**config.mk**
```make
export PLATFORM = sky130hd
export DESIGN_NAME = duck_motion
export DESIGN_NICKNAME = d
export VERILOG_FILES = /design/src/rtl/duck_motion.sv
export SDC_FILE = /design/constraint.sdc
export NUM_CORES = 1
export LEC_CHECK = 0
export ABC_AREA = 1
export BUFFER_PORTS_ARGS = -buffer_cell sky130_fd_sc_hd__buf_4
export CAP_MARGIN = 15
export CORE_AREA = 4 4 108 110
export CTS_BUF_LIST = sky130_fd_sc_hd__clkbuf_8
export CTS_CLUSTER_DIAMETER = 80
export DETAILED_ROUTE_END_ITERATION = 12
export DIE_AREA = 0 0 112 114
export PLACE_DENSITY_LB_ADDON = 0.12
export SETUP_SLACK_MARGIN = 0.02
export SLEW_MARGIN = 10
export SYNTH_ARGS = -nofsm -noshare
export SYNTH_HDL_FRONTEND = slang
export SYNTH_SLANG_ARGS = --single-unit
```
**constraint.sdc**
```tcl
create_clock -name Clk -period 5.8 [get_ports Clk]
set_input_delay 0.29 -clock Clk [delete_from_list [all_inputs] [get_ports Clk]]
set_output_delay 0.29 -clock Clk [all_outputs]
set_load 0.02 [all_outputs]
```
**src/rtl/duck_motion.sv**
```systemverilog
// Per-duck motion and animation controller.
// Moves the duck once per video frame (fly / hit pause / fall / escape) and
// maps the pixel being drawn onto the 80x80 sprite atlas (four 40x40 cells)
// for the colour mapper downstream.
module duck_motion #(
    parameter int SPR          = 40,   // sprite cell edge in pixels
    parameter int SCREEN_W     = 640,  // visible width
    parameter int GROUND_Y     = 360,  // spawn / landing top-left Y
    parameter int FLY_SPEED    = 2,    // pixels per frame per axis in flight
    parameter int ESC_SPEED    = 4,    // upward pixels per frame when escaping
    parameter int FALL_SPEED   = 3,    // downward pixels per frame when falling
    parameter int FLY_FRAMES   = 300,  // frames of flight before escape
    parameter int PAUSE_FRAMES = 30,   // frames frozen after a hit
    parameter int ANIM_FRAMES  = 8     // frames between wing-cell toggles
) (
    input  logic       Clk,
    input  logic       Reset,
    input  logic       frame_clk,
    input  logic [9:0] DrawX,
    input  logic [9:0] DrawY,
    input  logic       spawn,
    input  logic       hit,
    output logic       is_duck,
    output logic [9:0] Duck_Draw_X,
    output logic [9:0] Duck_Draw_Y,
    output logic [2:0] duck_state,
    output logic       duck_down,
    output logic       escaped
);

    typedef enum logic [2:0] {
        S_IDLE      = 3'd0,
        S_FLY       = 3'd1,
        S_HIT_PAUSE = 3'd2,
        S_FALL      = 3'd3,
        S_ESCAPE    = 3'd4
    } state_t;

    // Signed 11-bit constants so edge tests on the next position never wrap.
    localparam logic signed [10:0] X_MAX  = 11'(SCREEN_W - SPR);
    localparam logic signed [10:0] Y_MAX  = 11'(GROUND_Y);
    localparam logic signed [10:0] FLY_S  = 11'(FLY_SPEED);
    localparam logic signed [10:0] FALL_S = 11'(FALL_SPEED);
    localparam logic [9:0] X_MAX_U   = 10'(SCREEN_W - SPR);
    localparam logic [9:0] GROUND_U  = 10'(GROUND_Y);
    localparam logic [9:0] ESC_U     = 10'(ESC_SPEED);
    localparam logic [9:0] SPR_U     = 10'(SPR);
    localparam logic [9:0] SPR_LAST  = 10'(SPR - 1);
    localparam logic [8:0] FLY_LAST  = 9'(FLY_FRAMES - 1);
    localparam logic [8:0] PAUSE_LAST = 9'(PAUSE_FRAMES - 1);
    localparam logic [8:0] ANIM_N    = 9'(ANIM_FRAMES);

    state_t      state, state_n;
    logic [9:0]  pos_x, pos_x_n, pos_y, pos_y_n;
    logic        dir_left, dir_left_n;   // 0 = moving right (+1), 1 = left
    logic        dir_down, dir_down_n;   // 0 = moving up (-1), 1 = down
    logic [8:0]  cnt, cnt_n, cnt_inc;
    logic        wing, wing_n, anim_wrap;
    logic        duck_down_n, escaped_n;
    logic [9:0]  lfsr;
    logic [2:0]  fc_sync;
    logic        frame_tick;

    logic signed [10:0] fly_x, fly_y, fall_y;
    logic [9:0]  lfsr_lo, spawn_x;

    // Frame-clock synchroniser and free-running 10-bit LFSR (taps 10,7).
    // NOTE: sequential state uses non-blocking assignments so every flop
    // samples the pre-edge value of the others.
    always_ff @(posedge Clk or posedge Reset) begin
        if (Reset) begin
            fc_sync <= '0;
            lfsr    <= 10'h2A5;
        end else begin
            fc_sync <= {fc_sync[1:0], frame_clk};
            lfsr    <= {lfsr[8:0], lfsr[9] ^ lfsr[6]};
        end
    end

    // Rising edge of the twice-registered frame clock.
    assign frame_tick = fc_sync[1] & ~fc_sync[2];

    // Next-position arithmetic shared by the state machine.
    assign fly_x     = $signed({1'b0, pos_x}) + (dir_left ? -FLY_S : FLY_S);
    assign fly_y     = $signed({1'b0, pos_y}) + (dir_down ? FLY_S : -FLY_S);
    assign fall_y    = $signed({1'b0, pos_y}) + FALL_S;
    assign cnt_inc   = cnt + 9'd1;
    assign anim_wrap = (cnt_inc % ANIM_N) == 9'd0;
    assign lfsr_lo   = {1'b0, lfsr[8:0]};
    assign spawn_x   = (lfsr_lo >= X_MAX_U) ? lfsr_lo - X_MAX_U : lfsr_lo;

    // State and motion registers.
    always_ff @(posedge Clk or posedge Reset) begin
        if (Reset) begin
            state     <= S_IDLE;
            pos_x     <= '0;
            pos_y     <= GROUND_U;
            dir_left  <= 1'b0;
            dir_down  <= 1'b0;
            cnt       <= '0;
            wing      <= 1'b0;
            duck_down <= 1'b0;
            escaped   <= 1'b0;
        end else begin
            state     <= state_n;
            pos_x     <= pos_x_n;
            pos_y     <= pos_y_n;
            dir_left  <= dir_left_n;
            dir_down  <= dir_down_n;
            cnt       <= cnt_n;
            wing      <= wing_n;
            duck_down <= duck_down_n;
            escaped   <= escaped_n;
        end
    end

    // Next-state and next-motion logic.
    // NOTE: every signal gets a default first so no path can infer a latch.
    always_comb begin
        state_n     = state;
        pos_x_n     = pos_x;
        pos_y_n     = pos_y;
        dir_left_n  = dir_left;
        dir_down_n  = dir_down;
        cnt_n       = cnt;
        wing_n      = wing;
        duck_down_n = 1'b0;
        escaped_n   = 1'b0;
        case (state)
            S_IDLE: begin
                if (spawn) begin
                    pos_x_n    = spawn_x;
                    pos_y_n    = GROUND_U;
                    dir_left_n = lfsr[9];
                    dir_down_n = 1'b0;
                    cnt_n      = '0;
                    wing_n     = 1'b0;
                    state_n    = S_FLY;
                end
            end
            S_FLY: begin
                // A hit wins over a same-cycle frame tick: freeze in place.
                if (hit) begin
                    state_n = S_HIT_PAUSE;
                    cnt_n   = '0;
                end else if (frame_tick) begin
                    // Reaching an edge counts as a bounce.
                    if (fly_x <= 11'sd0) begin
                        pos_x_n    = '0;
                        dir_left_n = 1'b0;
                    end else if (fly_x >= X_MAX) begin
                        pos_x_n    = X_MAX_U;
                        dir_left_n = 1'b1;
                    end else begin
                        pos_x_n = fly_x[9:0];
                    end
                    if (fly_y <= 11'sd0) begin
                        pos_y_n    = '0;
                        dir_down_n = 1'b1;
                    end else if (fly_y >= Y_MAX) begin
                        pos_y_n    = GROUND_U;
                        dir_down_n = 1'b0;
                    end else begin
                        pos_y_n = fly_y[9:0];
                    end
                    cnt_n = cnt_inc;
                    if (anim_wrap) wing_n = ~wing;
                    if (cnt == FLY_LAST) state_n = S_ESCAPE;
                end
            end
            S_HIT_PAUSE: begin
                if (frame_tick) begin
                    if (cnt == PAUSE_LAST) begin
                        state_n = S_FALL;
                        cnt_n   = '0;
                    end else begin
                        cnt_n = cnt_inc;
                    end
                end
            end
            S_FALL: begin
                if (frame_tick) begin
                    if (fall_y >= Y_MAX) begin
                        pos_y_n     = GROUND_U;
                        duck_down_n = 1'b1;
                        state_n     = S_IDLE;
                    end else begin
                        pos_y_n = fall_y[9:0];
                    end
                end
            end
            S_ESCAPE: begin
                if (frame_tick) begin
                    if (pos_y <= ESC_U) begin
                        escaped_n = 1'b1;
                        state_n   = S_IDLE;
                    end else begin
                        pos_y_n = pos_y - ESC_U;
                        cnt_n   = cnt_inc;
                        if (anim_wrap) wing_n = ~wing;
                    end
                end
            end
            default: state_n = S_IDLE;
        endcase
    end

    // Hit-box test and sprite-atlas coordinates for the current pixel.
    logic       in_x, in_y, col, row, flip;
    logic [9:0] lx, ly, lx_m;

    assign in_x = ({1'b0, DrawX} >= {1'b0, pos_x}) &&
                  ({1'b0, DrawX} <= {1'b0, pos_x} + {1'b0, SPR_LAST});
    assign in_y = ({1'b0, DrawY} >= {1'b0, pos_y}) &&
                  ({1'b0, DrawY} <= {1'b0, pos_y} + {1'b0, SPR_LAST});
    assign lx   = DrawX - pos_x;
    assign ly   = DrawY - pos_y;

    // Cell selection: wing cells in flight, pose cells after a hit.
    always_comb begin
        col  = 1'b0;
        row  = 1'b0;
        flip = 1'b0;
        case (state)
            S_FLY, S_ESCAPE: begin
                col  = wing;
                flip = dir_left;
            end
            S_HIT_PAUSE: row = 1'b1;
            S_FALL: begin
                col = 1'b1;
                row = 1'b1;
            end
            default: ;
        endcase
        is_duck     = (state != S_IDLE) && in_x && in_y;
        lx_m        = flip ? (SPR_LAST - lx) : lx;
        Duck_Draw_X = is_duck ? lx_m + (col ? SPR_U : 10'd0) : 10'd0;
        Duck_Draw_Y = is_duck ? ly + (row ? SPR_U : 10'd0) : 10'd0;
    end

    assign duck_state = state;

endmodule

```
# [After elaboration in Yosys (flattened, before gate mapping)]
# Index checks and enable logic that the tools add are counted.
[word_totals] ff_bits=50 latchBits=0 ramBits=0 mem_bits_ro=0 inputBits=25 wordCells=149 memories=0
[classes] n_addsub=13 multipliers=0 div=0 magnitude_cmp=11 eq_ne=20 n_shift=0 mux=70 bitwise=4 reduce_logical=20
[ops] operator="$mux 10" count=18
[ops] operator="$mux 9" count=7
[ops] operator="$pmux 10 s4" count=1
[ops] operator="$pmux 9 s4" count=1
[ops] operator="$mux 3" count=10
[ops] operator="$mux 1" count=23
[ops] operator="$add 10x6->11 const B" count=2
[ops] operator="$add 11x11->11" count=2
[ops] operator="$ge 11x10->1 const B" count=2
[ops] operator="$le 10x11->1" count=2
[ops] operator="$le 11x1->1 const B" count=2
[ops] operator="$mux 11" count=2
[ops] operator="$add 10x6->10" count=2
[ops] operator="$ge 10x10->1" count=2
[ops] operator="$ne 2x2->1 const B" count=10
[ops] operator="$pmux 10 s2" count=1
[ops] operator="$sub 10x10->10" count=2
[ops] operator="$pmux 3 s5" count=1
[ops] operator="$mux 6" count=2
[ops] operator="$ne 3x3->1 const B" count=4
[ops] operator="$reduce_and 6->1" count=2
[ops] operator="$add 10x2->11 const B" count=1
[ops] operator="$ge 11x11->1 const B" count=1
[ops] operator="$ge 9x10->1 const B" count=1
[ops] operator="26 further kinds" count=37

# [Logic depth before layout (Yosys ltp)]
[logic_depth] depth_word=8 ltp_mapped=22 ltp_nobuf=21

# [Least setup slack after synthesis]
# Ideal clock, no wire load.
[synth_timing] path_type="register to output" from="register state[0], in the netlist duck_state[0]" to="output Duck_Draw_Y[9]" arrival_ns=3.076 required_ns=5.510 setup_slack_ns=2.434 path_stages_with_launch=19 n_path_buf=0 path_cell_list="dfrtp_1 > inv_1 > nor2_4 > inv_2 > nor2_4 > inv_1 > nand2_1 > fa_1 > ha_1 > nand2_1 > o21ai_0 > nand2_1 > nand2_1 > a21oi_1 > nor2_1 > o21ai_0 > nand2_1 > xor2_1 > nor2_1"
[synth_between] elab_chain_len=6 word_cells_on_any_way=10 cone_classes="add/sub (1); eq/ne (2); mux (3); reduce/logical (4)"
[synth_lines] item="from (decl)" line="53" text="state_t state, state_n;"
[synth_lines] item="from (signal assigned)" line="105" text="state <= state_n;"
[synth_lines] item="$eq 3x2->1" line="224" text="case (state)"
[synth_lines] item="$reduce_or 2->1 (no source line)"
[synth_lines] item="$mux 1" line="224"
[synth_lines] item="$mux 6" line="239" text="Duck_Draw_Y = is_duck ? ly + (row ? SPR_U : 10'd0) : 10'd0;"
[synth_lines] item="$add 10x6->10" line="239"
[synth_lines] item="$mux 10 *" line="239"
[synth_lines] item="to (decl)" line="25" text="output logic [9:0] Duck_Draw_Y,"
# Mark *: on every way between the ends. The rest lies on a longest branch, timed or not.

# [Worst setup path in the final report]
[layout_timing] from="register state[2], in the netlist duck_state[2]" to="output Duck_Draw_Y[8]"
# The elaborated chain is that of the path after synthesis.

==> tab_implementation.tex <==
\begin{tabular}{lr}
\hline
Metric & Value \\
\hline
\multicolumn{2}{l}{\textbf{Status}} \\
\quad Status & finished, final reports clean \\
\multicolumn{2}{l}{\textbf{STA}} \\
\quad Final number of max-transition violations & 0 \\
\quad Final Critical Period & 3880 ps \\
\quad Sum of negative setup slack & 0 ps \\
\quad Fmax achieved & 258 MHz \\
\quad RSZ-0062 raised after global routing & no \\
\quad Setup violators final & 0 \\
\quad Setup clock skew after layout & 6.53 ps \\
\quad Relative slew slack & 0.326 \\
\quad Slew at the pin closest to its max-slew limit & 1010 ps \\
\quad Final hold violation count & 0 \\
\quad Share of the clock period used by the worst path after layout & 0.669 \\
\multicolumn{2}{l}{\textbf{Layout}} \\
\quad Commonest non-fill, non-tap cells in the layout & 274 x sky130\_fd\_sc\_hd\_\_nand2\_1, 142 x sky130\_fd\_sc\_hd\_\_inv\_1, 83 x sky130\_fd\_sc\_hd\_\_nor2\_1 \\
\quad Fraction of layout cells with a size suffix above 1 & 0.135 \\
\quad \# diodes & 0 \\
\quad Number of nets at the end of the flow & approximately 1.1k \\
\quad Area added between synthesis and finish & 9.19\% \\
\quad Commonest non-fill, non-tap cell in the layout & sky130\_fd\_sc\_hd\_\_nand2\_1 \\
\multicolumn{2}{l}{\textbf{Logic synthesis}} \\
\quad Ranking of synthesized cells by area & sky130\_fd\_sc\_hd\_\_nand2\_1 16\%, sky130\_fd\_sc\_hd\_\_dfrtp\_1 16\%, sky130\_fd\_sc\_hd\_\_ha\_1 15\% \\
\quad Post-synthesis cell count & 985 \\
\quad Synth Register Bits & 50 \\
\quad Sequential cell area fraction in the yosys report & 0.195 \\
\quad Area share of the largest cell type after synthesis & 0.159 \\
\quad Mapped Nets & $\sim$1.1k \\
\quad Post-Syn Area & around 6500 um\^{}2 \\
\quad Synthesized area per cell & 6.57 um\^{}2 \\
\quad Cell taking the most area after synthesis & sky130\_fd\_sc\_hd\_\_nand2\_1 \\
\quad Number of unique standard cell types used by synthesis & between 40 and 50 \\
\quad Number of warning messages in the yosys log & 0 \\
\multicolumn{2}{l}{\textbf{Setup path}} \\
\quad Max Fanout on Critical Path & 10 \\
\quad FF-to-FF setup slack & approximately 3000 ps \\
\quad Worst Setup Start Kind & register \\
\quad Register-to-Register Path Depth & 14 \\
\quad Critical Path AT & 3590 ps \\
\quad Data required time at the worst endpoint & about 5500 ps \\
\quad Worst reg2reg startpoint & dir\_down\$\_DFFE\_PP0P\_ \\
\quad R2r endpoint & pos\_y[0]\$\_DFFE\_PP0P\_ \\
\quad Setup crit end kind & output port \\
\quad Kind of critical path & reg -> out \\
\multicolumn{2}{l}{\textbf{Clock tree}} \\
\quad Source-to-sink clock delay at the later pin of the worst-skew pair & 310 ps \\
\quad Cell at the root of the clock tree & sky130\_fd\_sc\_hd\_\_clkbuf\_8 \\
\quad CTS tree & done \\
\quad Clock Pin Slew Worst Setup and Hold Paths & 100 ps \\
\quad Num CTS Buffers & 5 \\
\quad Clock sink count & 50 \\
\quad Number of gates given a new drive strength after cts & 0 \\
\quad Number of H-tree levels & 2 \\
\quad CTS Hold Bufs & 0 \\
\quad Total setup buffers inserted after CTS & 0 \\
\quad Clock tree buffer depth & 2 \\
\multicolumn{2}{l}{\textbf{Global route}} \\
\quad Total GRT Usage & 0.246 \\
\quad Number of global-route vias before repair & 5633 \\
\quad Global-route wire length before repair & 26.4 mm \\
\quad Remaining global-route overflow & 0 \\
\quad Antenna violations before repair & 0 \\
\quad Largest net degree at the start of global routing & 51 \\
\multicolumn{2}{l}{\textbf{Routing}} \\
\quad Number of DRC violations after detailed routing & 0 \\
\quad Via count & 6163 \\
\quad Length of the first detailed-routing pass in iterations & 5 \\
\quad Routed Antenna Nets & 0 \\
\quad Average wire per standard cell & 13.2 um \\
\quad Total wire length & 15.6 mm \\
\quad Avg Vias per Cell & 5.25 \\
\quad 1st-iter DRT viols & 346 \\
\multicolumn{2}{l}{\textbf{Power}} \\
\quad Maximum ir drop on the vdd rail & 0.323 mV \\
\quad LEAKAGE & 3.80 nW \\
\quad Pwr dens & roughly 590 nW/um\^{}2 \\
\quad Sum of internal, switching and leakage power & 0.00413 W \\
\multicolumn{2}{l}{\textbf{Min path}} \\
\quad Worst hold path startpoint & frame\_clk \\
\quad Hold endpoint & fc\_sync[0]\$\_DFF\_PP0\_ \\
\quad Min-delay worst type & in -> reg \\
\quad WHS Path Cells & 1 \\
\multicolumn{2}{l}{\textbf{Floorplanning}} \\
\quad Number of top-level pins & 51 \\
\quad Number of standard-cell rows in the floorplan & 38 \\
\quad Initial core utilization & 0.605 \\
\quad Area enclosed by the die boundary & 12800 um\^{}2 \\
\quad Die height & 114 um \\
\quad Placeable Area & 10700 um\^{}2 \\
\quad Horizontal die dimension & 112 um \\
\multicolumn{2}{l}{\textbf{Placement}} \\
\quad Count of input and output buffers & 50 \\
\quad HPWL after detailed placement & 12.8 mm \\
\quad GPL Wtd Cong & 0.963 \\
\multicolumn{2}{l}{\textbf{Run}} \\
\quad Number of max-capacitance violations reported & 0 \\
\hline
\end{tabular}
-- per-layer routing --
metal  part of all wire  vias up  GRT usage
met5                  0        -          0
met2               0.48       94      0.429
met4              0.014        0     0.0481
li1                   -     3260          -
met3              0.039       18     0.0228
met1               0.46     2791      0.336
-- critical path, cell delays in order, from the launching register on --
cell,delay (ps)
sky130_fd_sc_hd__dfrtp_1,500
sky130_fd_sc_hd__nor2_4,200
sky130_fd_sc_hd__inv_2,70
sky130_fd_sc_hd__nor2_4,200
sky130_fd_sc_hd__inv_1,130
sky130_fd_sc_hd__nand2_1,180
sky130_fd_sc_hd__fa_1,450
sky130_fd_sc_hd__ha_1,340
sky130_fd_sc_hd__a21oi_1,160
sky130_fd_sc_hd__nand2_1,90
sky130_fd_sc_hd__nand2_1,60
sky130_fd_sc_hd__nand2_1,50
sky130_fd_sc_hd__a21oi_1,160
sky130_fd_sc_hd__nor2_1,80
sky130_fd_sc_hd__nor2_1,90
sky130_fd_sc_hd__nor2_1,40
sky130_fd_sc_hd__nor2_1,110
sky130_fd_sc_hd__xor2_1,180
sky130_fd_sc_hd__nor2_2,50
sky130_fd_sc_hd__buf_4,150
-- flip-flops by register name (all words and copies together) (netlist names) --
name        flops
cnt             9
dir_down        1
dir_left        1
duck_down       1
duck_state      3
escaped         1
fc_sync         3
lfsr           10
pos_x          10
pos_y          10
wing            1
-- cells in the mapped netlist (all sizes together) --
library cell  number
nor3b              1
and3               1
o22ai              2
nand2            293
dfrtp             41
nor2             107
fa                 8
dfstp              9
or2                3
ha                79
inv              157
nor4               4
xor2              30
a31oi              3
o21ai             35
xnor2              7
a21boi             4
a21oi             64
o21a               1
nand4             16
nand3             77
buf                9
a21o               1
o211ai             1
nand3b            11
a22oi              3
nor3              13
o21bai             4
o2111ai            1
-- layout make-up --
class | count | area (um^2)
clock buffers | 5 | 68.8
clock inverters | 3 | 28.8
fillers | 1025 | 3640
inverters | 157 | 597
multi-input cells | 769 | 4550
flip-flops and latches | 50 | 1260
well taps | 140 | 175
repair buffers | 51 | 383
-- where the power goes --
group / leakage [nW] / total, W / internal, W / switching [W]
clock network: 0.0502 / 0.000213 / 0.0000894 / 0.000124
logic: 3.12 / 0.00332 / 0.00116 / 0.00216
registers: 0.636 / 0.000600 / 0.000444 / 0.000156
total: 3.80 / 0.00413 / 0.00169 / 0.00244
-- cell families (layout without fill, tap and decap cells) --
logic type,count (synthesis),in the layout,synth area share
and+or+nand+nor,526,526,0.374
buffers and inverters,166,216,0.102
AOI/OAI and AO/OA,119,119,0.101
adders and majority gates,87,87,0.178
DFF,50,50,0.195
xor gates and xnor gates,37,37,0.0501
-- worst max path at each step --
| stage | depth (start not counted) | from | slack (ps) | end |
|---|---|---|---|---|
| after floorplan | 18 | duck_state[0]$_DFFE_PP0P_ | 2430 | Duck_Draw_Y[9] |
| after global placement | 19 | duck_state[2]$_DFFE_PP0P_ | 2350 | Duck_Draw_Y[8] |
| after detailed placement | 19 | duck_state[2]$_DFFE_PP0P_ | 2280 | Duck_Draw_Y[8] |
| after CTS | 19 | duck_state[2]$_DFFE_PP0P_ | 1920 | Duck_Draw_Y[8] |
| after global routing | 18 | duck_state[2]$_DFFE_PP0P_ | 1660 | Duck_Draw_Y[9] |
| final | 19 | duck_state[2]$_DFFE_PP0P_ | 1920 | Duck_Draw_Y[8] |
-- stage by stage --
stage	cells	setup slack (ps)	hold slack [ps]	utilization	instance area, um^2
detailed placement	1167	2280	336	0.651	6960
finish	1175	1920	78.8	0.660	7060
floorplan	985	2430	321	-	6470
CTS	1175	1920	72.8	0.660	7060
global placement	1167	2350	333	0.651	6960
global route	1175	1660	62.9	0.660	7060
(Power assumes the default switching activity.)
